## config.mk

```make
export PLATFORM = sky130hd
export DESIGN_NAME = mem_burst_adapter
export DESIGN_NICKNAME = d
export VERILOG_FILES = /design/src/rtl/mem_burst_adapter.sv
export SDC_FILE = /design/constraint.sdc
export NUM_CORES = 1
export LEC_CHECK = 0
export CORE_MARGIN = 1.5
export CORE_UTILIZATION = 45
export CTS_CLUSTER_DIAMETER = 50
export CTS_CLUSTER_SIZE = 16
export DETAILED_ROUTE_END_ITERATION = 7
export PLACE_DENSITY = 0.81
export SLEW_MARGIN = 0
export SYNTH_ARGS = -nofsm -noshare
export SYNTH_HDL_FRONTEND = slang
export SYNTH_SLANG_ARGS = --single-unit
```

## constraint.sdc

```tcl
create_clock -name clk -period 5.2 [get_ports clk]
set_input_delay 0.52 -clock clk [delete_from_list [all_inputs] [get_ports clk]]
set_output_delay 0.52 -clock clk [all_outputs]
set_load 0.01 [all_outputs]
```

## src/rtl/mem_burst_adapter.sv

```systemverilog
// mem_burst_adapter
// Avalon-MM burst slave in front of a single-port on-chip RAM (registered
// address, unregistered q). Burst reads and writes are broken into one RAM
// access per cycle; every RAM-side output and every Avalon output is a flop.
//
// Ports
//   clk, reset_n           clock, asynchronous active-low reset
//   avs_address            word address of the first beat
//   avs_burstcount         beats in the burst (0 is treated as 1)
//   avs_read / avs_write   read command / write beat
//   avs_writedata          write data
//   avs_byteenable         byte lanes of a write beat
//   avs_waitrequest        high while a read burst is being issued
//   avs_readdata           read data
//   avs_readdatavalid      avs_readdata valid this cycle
//   mem_*                  RAM address/byteenable/chipselect/write/writedata/clken
//   mem_readdata           RAM q, valid one cycle after the address
module mem_burst_adapter #(
  parameter int unsigned ADDR_W  = 10,
  parameter int unsigned DATA_W  = 32,
  parameter int unsigned BE_W    = 4,
  parameter int unsigned BURST_W = 4
) (
  input  logic               clk,
  input  logic               reset_n,
  input  logic [ADDR_W-1:0]  avs_address,
  input  logic [BURST_W-1:0] avs_burstcount,
  input  logic               avs_read,
  input  logic               avs_write,
  input  logic [DATA_W-1:0]  avs_writedata,
  input  logic [BE_W-1:0]    avs_byteenable,
  output logic               avs_waitrequest,
  output logic [DATA_W-1:0]  avs_readdata,
  output logic               avs_readdatavalid,
  output logic [ADDR_W-1:0]  mem_address,
  output logic [BE_W-1:0]    mem_byteenable,
  output logic               mem_chipselect,
  output logic               mem_write,
  output logic [DATA_W-1:0]  mem_writedata,
  output logic               mem_clken,
  input  logic [DATA_W-1:0]  mem_readdata
);

  typedef enum logic [1:0] {
    S_IDLE  = 2'd0,
    S_READ  = 2'd1,
    S_WRITE = 2'd2
  } state_t;

  // One RAM access as presented on the mem_* pins
  typedef struct packed {
    logic [ADDR_W-1:0] address;
    logic [BE_W-1:0]   byteenable;
    logic              chipselect;
    logic              write;
    logic [DATA_W-1:0] writedata;
  } mem_cmd_t;

  state_t             state_q, state_d;
  logic [ADDR_W-1:0]  addr_q, addr_d;
  logic [BURST_W-1:0] remaining_q, remaining_d;
  logic [BURST_W-1:0] burst_eff;
  mem_cmd_t           cmd_q, cmd_d;
  logic               rd_pend1_q, rd_pend1_d;
  logic               rd_pend2_q, rd_pend2_d;
  logic               waitrequest_q, waitrequest_d;
  logic [DATA_W-1:0]  readdata_q, readdata_d;
  logic               readdatavalid_q, readdatavalid_d;
  logic               clken_q, clken_d;

  // State, address/beat counters, RAM command and read-valid pipeline
  always_ff @(posedge clk or negedge reset_n) begin
    if (!reset_n) begin
      state_q         <= S_IDLE;
      addr_q          <= '0;
      remaining_q     <= '0;
      cmd_q           <= '0;
      rd_pend1_q      <= 1'b0;
      rd_pend2_q      <= 1'b0;
      waitrequest_q   <= 1'b1;
      readdata_q      <= '0;
      readdatavalid_q <= 1'b0;
      clken_q         <= 1'b0;
    end else begin
      state_q         <= state_d;
      addr_q          <= addr_d;
      remaining_q     <= remaining_d;
      cmd_q           <= cmd_d;
      rd_pend1_q      <= rd_pend1_d;
      rd_pend2_q      <= rd_pend2_d;
      waitrequest_q   <= waitrequest_d;
      readdata_q      <= readdata_d;
      readdatavalid_q <= readdatavalid_d;
      clken_q         <= clken_d;
    end
  end

  // Next-state and next-output logic
  always_comb begin
    state_d          = state_q;
    addr_d           = addr_q;
    remaining_d      = remaining_q;
    cmd_d            = cmd_q;
    cmd_d.chipselect = 1'b0;
    cmd_d.write      = 1'b0;
    rd_pend1_d       = 1'b0;
    burst_eff        = (avs_burstcount == '0) ? BURST_W'(1) : avs_burstcount;

    unique case (state_q)
      S_IDLE: begin
        // The first beat is issued straight from IDLE so the command-to-data
        // latency is three cycles; remaining counts the beats still to issue.
        if (avs_read) begin
          cmd_d.address    = avs_address;
          cmd_d.byteenable = '1;
          cmd_d.chipselect = 1'b1;
          rd_pend1_d       = 1'b1;
          addr_d           = avs_address + ADDR_W'(1);
          remaining_d      = burst_eff - BURST_W'(1);
          state_d          = S_READ;
        end else if (avs_write) begin
          cmd_d.address    = avs_address;
          cmd_d.byteenable = avs_byteenable;
          cmd_d.writedata  = avs_writedata;
          cmd_d.chipselect = 1'b1;
          cmd_d.write      = 1'b1;
          addr_d           = avs_address + ADDR_W'(1);
          remaining_d      = burst_eff - BURST_W'(1);
          state_d          = (burst_eff == BURST_W'(1)) ? S_IDLE : S_WRITE;
        end
      end

      S_READ: begin
        if (remaining_q != '0) begin
          cmd_d.address    = addr_q;
          cmd_d.byteenable = '1;
          cmd_d.chipselect = 1'b1;
          rd_pend1_d       = 1'b1;
          addr_d           = addr_q + ADDR_W'(1);
          remaining_d      = remaining_q - BURST_W'(1);
        end
        // Leave while the last beat is issued so a following command lands
        // right behind it with no bubble on readdatavalid.
        if (remaining_q <= BURST_W'(1)) begin
          state_d = S_IDLE;
        end
      end

      S_WRITE: begin
        // avs_read here is a protocol violation and is ignored
        if (remaining_q == '0) begin
          state_d = S_IDLE;
        end else if (avs_write) begin
          cmd_d.address    = addr_q;
          cmd_d.byteenable = avs_byteenable;
          cmd_d.writedata  = avs_writedata;
          cmd_d.chipselect = 1'b1;
          cmd_d.write      = 1'b1;
          addr_d           = addr_q + ADDR_W'(1);
          remaining_d      = remaining_q - BURST_W'(1);
          if (remaining_q == BURST_W'(1)) begin
            state_d = S_IDLE;
          end
        end
      end

      default: begin
        state_d = S_IDLE;
      end
    endcase

    // Address on the RAM pins in T, q valid in T+1, registered out in T+2
    rd_pend2_d      = rd_pend1_q;
    readdatavalid_d = rd_pend2_q;
    readdata_d      = rd_pend2_q ? mem_readdata : readdata_q;

    waitrequest_d   = (state_d == S_READ);
    clken_d         = 1'b1;
  end

  assign avs_waitrequest   = waitrequest_q;
  assign avs_readdata      = readdata_q;
  assign avs_readdatavalid = readdatavalid_q;
  assign mem_address       = cmd_q.address;
  assign mem_byteenable    = cmd_q.byteenable;
  assign mem_chipselect    = cmd_q.chipselect;
  assign mem_write         = cmd_q.write;
  assign mem_writedata     = cmd_q.writedata;
  assign mem_clken         = clken_q;

endmodule

```

# Word-level counts from Yosys, hierarchy flattened
# Cells that the tools add are included.
dict set report classes {
  n_addsub 4
  n_reduce_logical 8
  n_eq_ne 11
  n_lt_le_gt_ge 1
  n_mux 32
}
# op n
set ops {}
lappend ops {{$mux 48} 3}
lappend ops {{$pmux 33 s2} 1}
lappend ops {{$mux 10} 5}
lappend ops {{$pmux 15 s3} 1}
lappend ops {{$mux 33} 1}
lappend ops {{$mux 15} 2}
lappend ops {{$pmux 10 s3} 1}
lappend ops {{$mux 4} 6}
lappend ops {{$add 10x1->10 const B} 2}
lappend ops {{$mux 2} 7}
lappend ops {{$pmux 4 s3} 1}
lappend ops {{$ne 2x2->1 const B} 5}
lappend ops {{$reduce_and 5->1} 2}
lappend ops {{$eq 4x1->1 const B} 2}
lappend ops {{$logic_not 4->1} 2}
lappend ops {{$sub 4x1->4 const B} 2}
lappend ops {{$pmux 2 s3} 1}
lappend ops {{$eq 2x1->1 const B} 2}
lappend ops {{$le 4x1->1 const B} 1}
lappend ops {{$reduce_bool 4->1} 1}
lappend ops {{$ne 3x3->1 const B} 1}
lappend ops {{$reduce_bool 3->1} 1}
lappend ops {{$eq 2x2->1 const B} 1}
lappend ops {{$logic_not 2->1} 1}
lappend ops {{other kinds (3)} 4}
dict set report totals {
  in_bits 86
  ff_bits 101
  out_inout_bits 83
  elab_cells 70
}

# Depth between registers and ports, before layout
dict set report logic_depth {
  depth_word 8
  ltp_mapped 12
  ltp_nobuf 9
}

# Worst setup path after synthesis
# No wires, ideal clock.
dict set report synth_timing {
  path_kind {register -> register}
  from {register state_q[0]}
  to {register addr_q[8]}
  slack_ns 2.476
  arrival_time_ns 2.645
  period_less_slack_ns 2.724
  t_required_ns 5.121
  path_stages_with_launch 13
  n_path_buf 3
  setup_ns 0.079
  path_cell_list {dfrtp_1 -> inv_1 -> ha_1 -> buf_6 -> clkbuf_1 -> buf_1 -> mux2_2 -> ha_1 -> nand4b_1 -> nand2_1 -> a311o_1 -> o221ai_1 -> o21bai_1}
}
dict set report synth_between {
  elab_chain_cells 3
  elab_cells_between_ends 10
  cone_classes {6 x eq/ne; 1 x mux; 3 x reduce/logical}
}
# element line_no
set synth_lines {}
lappend synth_lines {{start, declared} 59} ;# state_t state_q, state_d;
lappend synth_lines {{start signal, assigned} 85} ;# state_q <= state_d;
lappend synth_lines {{$eq 2x2->1, or another cell as far along} 109} ;# unique case (state_q)
lappend synth_lines {{$ne 2x2->1 (no line), or another cell as far along} -}
lappend synth_lines {{$reduce_and 5->1 (no line)} -}
lappend synth_lines {{end signal, assigned} 86} ;# addr_q <= addr_d;
lappend synth_lines {{end, declared} 60} ;# logic [ADDR_W-1:0] addr_q, addr_d;
# Parallel ways exist; a longest one is shown, timed or not.
# A chain may end at the register's enable or synchronous reset.

# Worst setup path after layout
dict set report layout_timing {
  from {register state_q[0]}
  to {register addr_q[9]}
}
# The elaborated chain is that of the path after synthesis.

==> results.txt <==
Entering global routing, the biggest net connects 63 pins. The initialized floorplan defines 36 standard-cell rows. Critical path capture point type: a register. Walking the worst path, the cells encountered are inv_1 > ha_1 > nand4_1 > a222oi_1 > a21oi_1 > o32ai_1 > a21oi_1. The run finished with clean final reports. Of the total synthesized cell area, the portion taken by full adders, half adders and majority gates is 2.48%. The logic depth of the worst setup path including buffers is 7, and the share of the synthesized area in compound gates (AO/OA/AOI/OAI) is 11.4%. The portion of the clock cycle consumed by the worst path in the final layout was 58.8%; the number of violations of the max-capacitance limit was 0. The number of slew-limit violations in the final report was 0. The worst register-to-register path ends at addr_q[9]$_DFFE_PN0P_. The worst slew margin relative to its limit is 14.1%.

The routed via count divided by cell count was 5.32. Clock tree synthesis inserted a total of 9 buffers. The finished cells cover 6540 µm². The clock drives 101 sinks. The fmax is 327 MHz, and the number of vias in the routed layout is 3,606.

The die covers 10,700 µm². For the net switching power figure, the log shows 1.58 mW. The die is 103 µm wide. The reg2reg setup slack is 2.14 ns. In this run, flip-flops and latches consume 35.1% of the power. For this run, design rule violations remaining after detail routing come to 0. The run gives 8.30 mm as the sum of net half-perimeters after detailed placement.

The die is 103 µm tall. Buffers plus inverters on the worst setup path: 1. The tools report the data arrival time at the worst-slack endpoint as 3.28 ns.

Counting every instance in the synthesized netlist gives 376. Among cell families on the critical path, the largest total delay comes from compound AO/OA/AOI/OAI gates. Summing all placed instances gives a cell area of 6330 µm².

The type of the most critical hold path is in -> async. The number of different library cells in the post-synthesis netlist is 48, and the xor and xnor area share after synthesis is 1.74%. During synthesis, Yosys emitted a total of 0 warnings. The worst vdd rail ir drop is 0.000354 V. Counting cells, the worst reg-to-reg path comes to 7. The logs give 0 for the number of nets still failing antenna checks after routing and 55.7% for the fraction of the yosys area taken by sequential cells.

Internal power comes to 2.62 mW. Once the clock tree was built, the setup fixing pass inserted 0 buffers. The deepest level of the CTS H-tree was 3; the final net count was 635.

The initial utilization of the core area, before any placement, comes to 46.5%. TritonCTS built the clock tree. The synthesized design contains 101 register bits.

Of the total power, the clock network draws 12.5%. The critical path startpoint category was a register. The logs give 0.37 ns for the clock latency of the later-clocked register in the worst-skew pair and 11.3 mm for the detailed-route wire length. Along the worst path, the maximum fanout reaches 27.

After clock tree synthesis, the clock-pin slew on the worst setup and hold paths is 0.10 ns. The routed design could run at a clock period as short as 3.06 ns. The wire length of the first global-routing pass was 17.5 mm; the ratio of total power to cell area was 642 nW/µm².

The combinational power share was 52.3%; the final sum of negative setup slack was 0 ns. Most common flop cell mapped by yosys: sky130_fd_sc_hd__dfrtp_1. After synthesis, the largest family of logic cells by area is multiplexers.

Hold repair after CTS inserted 0 buffers. The number of antenna violations at the first check in global routing is 0, and the routed length per placed instance is 16.7 µm. Multiplexer area fraction after synthesis: 16.6%. Counting every net in the synthesized netlist gives 471. For the pin with the worst max-slew slack, the measured transition is 1.29 ns. Path type of the worst setup path: reg -> reg. Simple-gate share of the synthesized area: 9.37%.

The average instance in the mapped netlist occupies 12.1 µm². The layout overhead on the synthesized area is 44.0%. Number of buffers on the longest clock path: 2. The final worst clock skew is 0.0102 ns, and the worst endpoint required time is 5.42 ns. Worst reg2reg path startpoint: state_q[0]$_DFF_PN0_. Counting flops with a built-in enable in the synthesized netlist gives 0. The number of antenna cells inserted is 0, and the share of flip-flops with an asynchronous set or reset after synthesis is 100%. Port buffering added 168 buffers. For this run, the slowest stage of the critical path takes 0.82 ns.

The slowest stage of the critical path is the sky130_fd_sc_hd__ha_1 cell. Setup repair after global routing left no endpoint under its margin. The post-route netlist has 17.1% of its cells at a drive strength greater than 1. The final weighted congestion in routability-driven placement is 0.879, and the switching share of total power is 37.5%. The number of iterations in the first detailed-routing pass was 4; the number of violations reported at the end of detailed-routing iteration 0 was 90.

Summed over all cells, the static leakage comes to 2.68 nW. After clock tree synthesis, the repair step resized 0 gates. Setup violations remaining at the end of the flow were counted as 0. The via count of the first global-routing pass came out at 3,497. The placeable core area was 9770 µm²; the total count of hold-check failures in the final report was 0.

Global routing consumed, over all layers together, 21.2% of the routing resources. The cell sitting at the root of the clock tree is a sky130_fd_sc_hd__clkbuf_8. The cell seen most often among critical-path stages is sky130_fd_sc_hd__a21oi_1. The logs give 4540 µm² for the total standard cell area after synthesis and 169 for the number of top-level design ports.

The global route total overflow is 0.
## synthesized netlist by cell type (8+ instances only)
cell | instances | area [µm²]
sky130_fd_sc_hd__dfrtp_1 | 100 | 2500
sky130_fd_sc_hd__mux2_2 | 66 | 743
sky130_fd_sc_hd__nand2_1 | 29 | 109
sky130_fd_sc_hd__a21oi_1 | 18 | 90.1
sky130_fd_sc_hd__nor2_1 | 12 | 45.0
sky130_fd_sc_hd__o21ai_0 | 31 | 155
sky130_fd_sc_hd__nand4_1 | 9 | 56.3
sky130_fd_sc_hd__xor2_1 | 8 | 70.1
sky130_fd_sc_hd__inv_1 | 12 | 45.0
sky130_fd_sc_hd__a22oi_1 | 11 | 82.6
sky130_fd_sc_hd__ha_1 | 9 | 113
## stage by stage
step,hold slack (ns),utilization [%],cells,worst slack [ns],power [mW]
final,0.212,66.9,678,2.14,4.20
after global placement,0.336,64.8,662,2.28,3.63
after detailed placement,0.342,64.8,662,2.19,3.70
after floorplan,0.224,-,376,2.48,2.69
after CTS,0.243,66.9,678,2.20,4.24
after global routing,0.279,66.9,678,1.81,4.50
## cell usage in the layout (no fill, tap or decap), types with 11 or more instances in the layout
master	instances
sky130_fd_sc_hd__inv_1	12
sky130_fd_sc_hd__nor2_1	12
sky130_fd_sc_hd__mux2_2	66
sky130_fd_sc_hd__a21oi_1	17
sky130_fd_sc_hd__a22oi_1	11
sky130_fd_sc_hd__dfrtp_1	100
sky130_fd_sc_hd__nand2_1	29
sky130_fd_sc_hd__o21ai_0	31
sky130_fd_sc_hd__clkdlybuf4s50_1	167
## power by group through the flow
stage | Combinational [mW] | Clock [mW] | Sequential [mW]
2_1_floorplan | 1.11 | 0 | 1.57
3_3_place_gp | 2.16 | 0 | 1.47
3_5_place_dp | 2.21 | 0 | 1.49
4_1_cts | 2.22 | 0.537 | 1.48
5_1_grt | 2.40 | 0.563 | 1.54
6_report | 2.20 | 0.526 | 1.47
## metal layers
layer	part of all wire [%]	wire length, µm	GRT usage, %
met1	41	4590	26.8
met2	49	5540	35.8
met3	8.1	910	4.50
met4	2.3	265	8.21
met5	0	0	0
## final cells by class
cell class              count  area, µm²
clock buffers               9        124
repair buffers            169       1690
inverters                  12       45.0
fillers                   707       3240
clock inverters             7       83.8
well taps                 133        166
flip-flops and latches    101       2530
multi-input cells         247       1900
## logic make-up after synthesis
family / Yosys count
other: 1
buffers and inverters: 28
muxes: 67
xor gates and xnor gates: 9
AOI/OAI and AO/OA: 83
adders and majority gates: 9
DFF: 101
and+or+nand+nor: 78
## sequential cells by signal, summed over array words and instances (netlist names)
name,cells
rd_pend1_q,1
mem_chipselect,1
rd_pend2_q,1
addr_q,10
mem_address,10
state_q,2
remaining_q,4
avs_waitrequest,1
mem_byteenable,4
avs_readdatavalid,1
mem_clken,1
avs_readdata,32
mem_writedata,32
mem_write,1
## worst max-delay path by stage
stage,slack (ns),to,startpoint
final,2.14,addr_q[9]$_DFFE_PN0P_,state_q[0]$_DFF_PN0_
after global placement,2.28,mem_address[9]$_DFFE_PN0P_,avs_read
after CTS,2.20,addr_q[9]$_DFFE_PN0P_,state_q[0]$_DFF_PN0_
after global routing,1.81,addr_q[9]$_DFFE_PN0P_,state_q[0]$_DFF_PN0_
after floorplan,2.48,addr_q[8]$_DFFE_PN0P_,state_q[0]$_DFF_PN0_
after detailed placement,2.19,mem_address[9]$_DFFE_PN0P_,avs_read
Power figures use the tool's default switching activity.
